<file path="config.mk">
export PLATFORM = sky130hd
export DESIGN_NAME = mskaes_req_arbiter
export DESIGN_NICKNAME = d
export VERILOG_FILES = /design/src/rtl/mskaes_req_arbiter.sv
export SDC_FILE = /design/constraint.sdc
export NUM_CORES = 1
export LEC_CHECK = 0
export ABC_AREA = 1
export CAP_MARGIN = 15
export CORE_MARGIN = 2
export CORE_UTILIZATION = 40
export DETAILED_ROUTE_END_ITERATION = 8
export PLACE_DENSITY = 0.69
export SYNTH_ARGS = -nofsm -noshare
export SYNTH_HDL_FRONTEND = slang
export SYNTH_SLANG_ARGS = --single-unit
</file>
<file path="constraint.sdc">
create_clock -name clk_i -period 1.6 [get_ports clk_i]
set_clock_uncertainty 0.1 [all_clocks]
set_input_delay 0.16 -clock clk_i [delete_from_list [all_inputs] [get_ports clk_i]]
set_output_delay 0.16 -clock clk_i [all_outputs]
set_load 0.01 [all_outputs]
</file>
<file path="src/rtl/mskaes_req_arbiter.sv">
// Round-robin scheduler that shares one masked AES core between NREQ requesters.
// Only enables and mux selects are produced here; no share data passes through this block.
module mskaes_req_arbiter #(
   parameter int NREQ   = 2,
   parameter int LAT    = 71,
   parameter int MARGIN = 4,
   parameter int CW     = 7
) (
   input  logic                    clk_i,
   input  logic                    rst_i,
   input  logic [NREQ-1:0]         req_valid_i,
   output logic [NREQ-1:0]         req_ready_o,
   output logic [$clog2(NREQ)-1:0] grant_sel_o,
   output logic                    core_valid_in_o,
   input  logic                    core_ready_i,
   input  logic                    core_cipher_valid_i,
   output logic                    out_reg_en_o,
   output logic                    out_reg_clr_o,
   output logic [NREQ-1:0]         rsp_valid_o,
   input  logic [NREQ-1:0]         rsp_ready_i,
   output logic                    busy_o,
   output logic [1:0]              err_o,
   input  logic                    clr_err_i
);
   localparam int              SW       = $clog2(NREQ);
   localparam logic [CW-1:0]   LAT_C    = CW'(LAT);
   localparam logic [CW-1:0]   TMO_C    = CW'(LAT + MARGIN);
   localparam logic [SW:0]     NREQ_C   = (SW+1)'(NREQ);
   localparam logic [SW-1:0]   LAST_RST = SW'(NREQ - 1);

   typedef enum logic [1:0] {S_IDLE, S_RUN, S_HOLD, S_ERR} state_e;

   state_e          state_q;
   logic [CW-1:0]   cnt_q;
   logic [SW-1:0]   last_grant_q;
   logic [SW-1:0]   owner_q;
   logic [SW-1:0]   grant_sel_q;
   logic [NREQ-1:0] rsp_valid_q;
   logic [1:0]      err_q;
   logic [1:0]      err_d;

   logic [SW:0]     cand_sum [NREQ];
   logic [SW-1:0]   cand_idx [NREQ];
   logic [NREQ-1:0] cand_hit;
   logic [NREQ-1:0] owner_onehot;
   logic [SW-1:0]   winner;
   logic            any_req;

   logic in_idle, in_run, in_hold, in_err, cv;
   logic grant_fire, result_ok, result_early, timeout, consume;

   // Candidate gi is the requester gi+1 positions after the last grant, wrapped mod NREQ.
   for (genvar gi = 0; gi < NREQ; gi++) begin : g_rr
      assign cand_sum[gi]     = {1'b0, last_grant_q} + (SW+1)'(gi + 1);
      assign cand_idx[gi]     = (cand_sum[gi] >= NREQ_C) ? SW'(cand_sum[gi] - NREQ_C)
                                                         : cand_sum[gi][SW-1:0];
      assign cand_hit[gi]     = req_valid_i[cand_idx[gi]];
      assign owner_onehot[gi] = (owner_q == SW'(gi));
      assign req_ready_o[gi]  = grant_fire && (winner == SW'(gi));
   end

   always_comb begin
      winner  = cand_idx[0];
      any_req = 1'b0;
      for (int i = NREQ - 1; i >= 0; i--) begin
         if (cand_hit[i]) begin
            winner  = cand_idx[i];
            any_req = 1'b1;
         end
      end
   end

   assign in_idle = (state_q == S_IDLE);
   assign in_run  = (state_q == S_RUN);
   assign in_hold = (state_q == S_HOLD);
   assign in_err  = (state_q == S_ERR);
   assign cv      = core_cipher_valid_i;

   // A stray cipher_valid in IDLE takes priority over starting a new job.
   assign grant_fire   = in_idle && any_req && core_ready_i && !cv;
   assign result_ok    = in_run && cv && (cnt_q >= LAT_C);
   assign result_early = in_run && cv && (cnt_q < LAT_C);
   assign timeout      = in_run && !cv && (cnt_q >= TMO_C);
   assign consume      = in_hold && |(rsp_ready_i & owner_onehot);

   assign core_valid_in_o = grant_fire;
   assign grant_sel_o     = grant_fire ? winner : grant_sel_q;
   assign out_reg_en_o    = result_ok;
   assign out_reg_clr_o   = in_err || (in_hold && (consume || cv));
   assign rsp_valid_o     = rsp_valid_q;
   assign busy_o          = !in_idle;
   assign err_o           = err_q;

   // In ERR a clear beats a coincident fault; elsewhere a new fault survives the clear.
   always_comb begin
      err_d = clr_err_i ? 2'b00 : err_q;
      if (!(in_err && clr_err_i)) begin
         if (result_early || timeout) err_d[0] = 1'b1;
         if (cv && !in_run)           err_d[1] = 1'b1;
      end
   end

   always_ff @(posedge clk_i) begin
      if (rst_i) begin
         state_q      <= S_IDLE;
         cnt_q        <= '0;
         last_grant_q <= LAST_RST;
         owner_q      <= '0;
         grant_sel_q  <= '0;
         rsp_valid_q  <= '0;
         err_q        <= '0;
      end else begin
         err_q <= err_d;
         case (state_q)
            S_IDLE: begin
               if (cv) begin
                  state_q <= S_ERR;
               end else if (grant_fire) begin
                  last_grant_q <= winner;
                  owner_q      <= winner;
                  grant_sel_q  <= winner;
                  cnt_q        <= CW'(1);
                  state_q      <= S_RUN;
               end
            end
            S_RUN: begin
               if (cnt_q != '1) cnt_q <= cnt_q + CW'(1);
               if (result_ok) begin
                  rsp_valid_q <= owner_onehot;
                  state_q     <= S_HOLD;
               end else if (result_early || timeout) begin
                  state_q <= S_ERR;
               end
            end
            S_HOLD: begin
               if (cv) begin
                  rsp_valid_q <= '0;
                  state_q     <= S_ERR;
               end else if (consume) begin
                  rsp_valid_q <= '0;
                  state_q     <= S_IDLE;
               end
            end
            S_ERR: begin
               rsp_valid_q <= '0;
               if (clr_err_i) state_q <= S_IDLE;
            end
            default: state_q <= S_IDLE;
         endcase
      end
   end

   a_ready_onehot: assert property (@(posedge clk_i) disable iff (rst_i) $onehot0(req_ready_o));
   a_rsp_onehot:   assert property (@(posedge clk_i) disable iff (rst_i) $onehot0(rsp_valid_o));
   a_err_flagged:  assert property (@(posedge clk_i) disable iff (rst_i) in_err |-> (err_q != 2'b00));

endmodule

</file>
Yosys cells after proc, flatten, opt, wreduce, memory -nomap -nowiden --
Index checks and enable logic that the tools add are counted.
Cells by class: multiplexer cells 30, reductions and logical operators 29, bitwise operators 4, magnitude comparators 7, add/sub/neg operators 5, equal/unequal tests 12, div/mod/pow operators 0, multipliers 0, shifts and indexed selects 0
Operator list (count):
- 2-bit 2-to-1 mux | 11
- 7-bit 2-to-1 mux | 3
- 7-bit greater-or-equal comparator, second input constant | 2
- 1-bit logical AND | 14
- 7-bit case mux with 2 select lines | 1
- 1-bit 2-to-1 mux | 13
- 3-bit by 2-bit inequality test with 1-bit output, second input constant | 3
- 2-bit case mux with 4 select lines | 1
- 4-bit AND reduction | 2
- 7-bit by 1-bit adder with 7-bit output, second input constant | 1
- 7-bit less-than comparator, second input constant | 1
- 7-bit inequality test, second input constant | 1
- 2-bit inequality test, second input constant | 3
- 2-bit case mux with 3 select lines | 1
- 3-bit AND reduction | 2
- 2-bit == test, second input constant | 2
- 2-bit greater-or-equal comparator, second input constant | 2
- 1-bit by 2-bit less-than comparator with 1-bit output, second input constant | 2
- 2-bit by 1-bit inequality test with 1-bit output, second input constant | 2
- 1-bit zero test | 3
- 1-bit logical OR | 3
- 1-bit NOT | 3
- 3-bit nonzero test | 1
- 1-bit by 1-bit adder with 2-bit output, second input constant | 1
- other kinds (8) | 9
Word-level totals: flip-flop bits (word level) 16, RAM bits 0, word-level logic and storage cells 94, input port bits 9, bits in latches 0, output and inout bits 11, memories kept 0, bits in read-only memories 0

Longest topological paths before layout --
depth in word-level cells 13, gate-level depth with buffers 10, gate-level depth less buffers 10

Worst setup path after synthesis --
OpenSTA, ideal clock, no wires.
path type flip-flop to flip-flop, start register cnt_q[0], end register cnt_q[3], cell stages (with the launch flop) 10, setup slack 0.133 ns, path buffers 0, period minus slack after synthesis 1.467 ns, required time 1.430 ns, arrival time 1.297 ns, cells stage by stage dfxtp_1 ha_1 nand2_1 nor2_1 nand2_1 nand2_2 nand2_2 nand3_1 nand3_1 a21oi_1
Between the ends: cells in the longest elaborated chain, start to end 3, elaborated cells between the ends (all ways) 6, classes of those cells add/sub (1); eq/ne (2); mux (2); reduce/logical (1)
RTL lines:
- from (decl) | RTL line 34 | logic [CW-1:0] cnt_q;
- from (signal assigned) | RTL line 127 | if (cnt_q != '1) cnt_q <= cnt_q + CW'(1);
- 7-bit by 1-bit adder with 7-bit output or 7-bit inequality test (tied branches) | RTL line 127
- 7-bit 2-to-1 mux or 2-bit by 1-bit inequality test with 1-bit output (tied branches)
- 7-bit case mux with 2 select lines or 4-bit AND reduction (tied branches)
Parallel ways exist; a longest one is shown, timed or not. The select of a mux whose other input is x is not followed. A chain may end at the register's enable or synchronous reset.

Final worst setup path --
start register state_q[1], end output grant_sel_o
Between the ends: cells in the longest elaborated chain, start to end 5
RTL lines:
- from (decl) | RTL line 33 | state_e state_q;
- from (signal assigned) | RTL line 105 | state_q <= S_IDLE;
- from (signal assigned) | RTL line 117 | state_q <= S_ERR;
- from (signal assigned) | RTL line 123 | state_q <= S_RUN;
- 2-bit zero test | RTL line 73 | assign in_idle = (state_q == S_IDLE);
- 1-bit logical AND (3 in series) | RTL line 80 | assign grant_fire = in_idle && any_req && core_ready_i && !cv;
- 1-bit 2-to-1 mux
- to (decl) | RTL line 13 | output logic [$clog2(NREQ)-1:0] grant_sel_o,
Every way passes these cells.

==> flow_metrics.env <==
export IMPL_area_growth_pct=55.5
export IMPL_place_inst=219
export IMPL_status="finished clean"
export IMPL_worstSetupStartpointType="flop"
export IMPL_holdPathEnd="err_o[1]"
export IMPL_syn_nets=157
export IMPL_grt_usage_pct=20.5
export IMPL_cp_slowest_stage_delay_ns=0.35
export IMPL_intPower_w=0.00117
export IMPL_die_w_um=53.3
export IMPL_grt_pass1_wl_um=4200
export IMPL_hold_violations=0
export IMPL_cts_hold_buf=0
export IMPL_setup_viol=0
export IMPL_fmax_ghz=0.626
export IMPL_dieHeight_um=53.3
export IMPL_synth_ff_type="dfxtp_1"
export IMPL_synthSimpleGateAreaFrac_pct=41.0
export IMPL_dpl_instance_area_um2=1380
export IMPL_regToRegSetupSlack_ns=0.03
export IMPL_final_nets=213
export IMPL_power_density_nw_per_um2=1270
export IMPL_instances_no_fill=230
export IMPL_timing_hold_ws_ns=0.357
export IMPL_reg2reg_depth=11
export IMPL_synth_edf_count=0
export IMPL_path_buf_inv=3
export IMPL_hold_path_depth=3
export IMPL_dieArea_um2=2840
export IMPL_yosys_area_top_type_share_pct=32.9
export IMPL_via_per_inst=4.82
export IMPL_coreArea_um2=2250
export IMPL_setup_ws_ns=0.00191
export IMPL_grt_pass1_vias=1046
export IMPL_cts_buffer_depth=2
export IMPL_p_comb_share_pct=58.8
export IMPL_synthArstFlopShare_pct=0
export IMPL_critPathCaptureType="primary output"
export IMPL_clkPwrFrac_pct=14.0
export IMPL_gr_usage_met2_pct=39.3
export IMPL_crit_path_frequent_cell="nor2_4"
export IMPL_synth_cells=147
export IMPL_dr_first_iter_drc_count=9
export IMPL_clock_latency_ns=0.29
export IMPL_ir_drop_uv=833
export IMPL_place_hpwl_um=1960
export IMPL_worst_hold_path_type="input port to flop"
export IMPL_busiest_layer="met2"
export IMPL_synth_area_top_cells="dfxtp_1 (33%), nand2_1 (13%), inv_1 (9.3%)"
export IMPL_layout_min_cycle_time_ns=1.60
export IMPL_p_sw_share_pct=39.2
export IMPL_grt_ovfl_total=0
export IMPL_synth_top_family_by_area="simple AND/OR/NAND/NOR gates"
export IMPL_yosys_area_top_type="dfxtp_1"
export IMPL_final_area_um2=1510
export IMPL_route_detailed_drc=0
export IMPL_grtUsageMet1_pct=21.9
export IMPL_yosys_warnings=0
export IMPL_synth_fa_ha_area_share_pct=1.29
export IMPL_slew_headroom_pct=78.1
export IMPL_diodes=0
export IMPL_numCtsBuffers=3
export IMPL_slowest_stage="dfxtp_2"
export IMPL_syn_avg_cell_area_um2=6.62
export IMPL_grt_use_met3_pct=3.39
export IMPL_worst_ep_arrival_time_ns=1.34
export IMPL_critPathMaxFanout=4
export IMPL_dr_pass1_iters=4
export IMPL_globalplace_congestion=0.838
export IMPL_r2r_start="state_q[1]"
export IMPL_htreeDepth=1
export IMPL_worstPathCellList="inv_4, nand2_4, nor2_4, nand3_4, nor2_4, a21oi_2, inv_1, buf_2"
export IMPL_min_from="core_cipher_valid_i"
export IMPL_ios=20
export IMPL_syn_area_um2=973
export IMPL_wirelength_um=2600
export IMPL_p_seq_share_pct=27.2
export IMPL_synth_mux_area_share_pct=0
export IMPL_vias=1109
export IMPL_yosysSeqAreaShare_pct=32.9
export IMPL_cp_required_ns=1.34
export IMPL_power_w=0.00192
export IMPL_p_sw_w=0.000752
export IMPL_fin_crit_sh_pct=99.9
export IMPL_wl_per_cell_um=11.3
export IMPL_ant_nets=0
export IMPL_antenna_found_initial=0
export IMPL_clock_sinks=16
export IMPL_clkSlewWorstSetupHoldPaths_ns=0.10
export IMPL_fp_row_count=17
export IMPL_leakagePower_nw=0.732
export IMPL_grt_max_degree=10
export IMPL_cts_tree="done"
export IMPL_r2r_end="rsp_valid_o[0]"
export IMPL_final_cell_mix="nand2_1 (32), buf_4 (32), inv_1 (22)"
export IMPL_yosys_register_bits=16
export IMPL_synth_xor_area_share_pct=0
export IMPL_drive_above_1_share_pct=39.1
export IMPL_worst_slew_pin_slew_ns=0.329
export IMPL_drv_slew=0
export IMPL_cap_violations=0
export IMPL_initial_utilization_pct=43.2
export IMPL_io_buffer_count=19
export IMPL_rsz0062_at_grt="yes"
export IMPL_synth_compound_area_share_pct=13.4
export IMPL_synth_cell_type_count=28
export IMPL_critPathTopFamily="simple AND/OR/NAND/NOR gates"
export IMPL_place_ws_ns=-0.391
export IMPL_cts_root_buf="clkbuf_4"
export IMPL_path_class="flop to primary output"
[layer usage]
layer | share of wire, % | routed length [um]
met4 | 1.4 | 37
met2 | 53 | 1370
met5 | 0 | 0
met1 | 43 | 1120
met3 | 3.0 | 78
[synthesized netlist by cell type (2+ instances only)]
cell type,n
inv_1,24
nand2_2,5
nand3_2,3
nand4_1,2
a21oi_1,10
nand3_1,11
dfxtp_1,16
nand2_1,35
nor2_2,4
o21ai_0,3
nor3_2,2
nor2_1,16
[how the worst max path moves through the flow]
stage	depth (start not counted)	endpoint	start	slack [ns]
2_1_floorplan	9	cnt_q[3]	cnt_q[0]	0.13
3_3_place_gp	6	req_ready_o[0]	core_cipher_valid_i	-0.38
3_5_place_dp	7	grant_sel_o	core_cipher_valid_i	-0.39
4_1_cts	8	grant_sel_o	state_q[1]	-0.09
5_1_grt	8	grant_sel_o	state_q[1]	-0.09
6_report	8	grant_sel_o	state_q[1]	0.002
[stage by stage]
stage / utilization, % / setup TNS (ns)
3_5_place_dp: 61.3 / -3.59
5_1_grt: 67.1 / -0.393
4_1_cts: 64.8 / -0.197
2_1_floorplan: - / 0
3_3_place_gp: 61.3 / -3.28
6_report: 67.1 / 0
[logic make-up (layout without fill, tap and decap cells)]
family                     Yosys count  count (layout)
and+or+nand+nor                     82              82
AOI/OAI and AO/OA                   21              21
adders and majority gates            1               1
DFF                                 16              16
buffers and inverters               27              82
[registers in the layout, summed over array words and instances, names as in the netlist]
signal and cells:
cnt_q 7, err_o 2, grant_sel_q 1, last_grant_q 1, owner_q 1, rsp_valid_o 2, state_q 2
[what timing repair did]
action / 4_1_cts / 5_1_grt
setup endpoints to repair: 8 / 14
gates resized for setup: 34 / 18
setup buffers: 4 / 3
pin swaps: 5 / 7
[cell type report]
cell class	instances	area, um2
clock buffer	4	36.3
tap	28	35.0
sequential	16	325
multi-input combinational	104	606
inverter	26	104
timing repair buffer	52	408
fill	212	741
[worst register-to-register path: cells and delay by family (launching register included)]
kind                   cells  cell delay (ns)
buffers and inverters      5             0.48
flip-flops                 1             0.36
AND/OR/NAND/NOR            6             0.54
[power by group through the flow]
stage	registers [W]	clock network [W]	logic [W]
after floorplan	0.000547	0	0.000496
after global placement	0.000518	0	0.000959
after detailed placement	0.000522	0	0.000980
after CTS	0.000521	0.000278	0.00101
after global routing	0.000528	0.000297	0.00126
final	0.000522	0.000268	0.00113
Power figures use the tool's default switching activity.
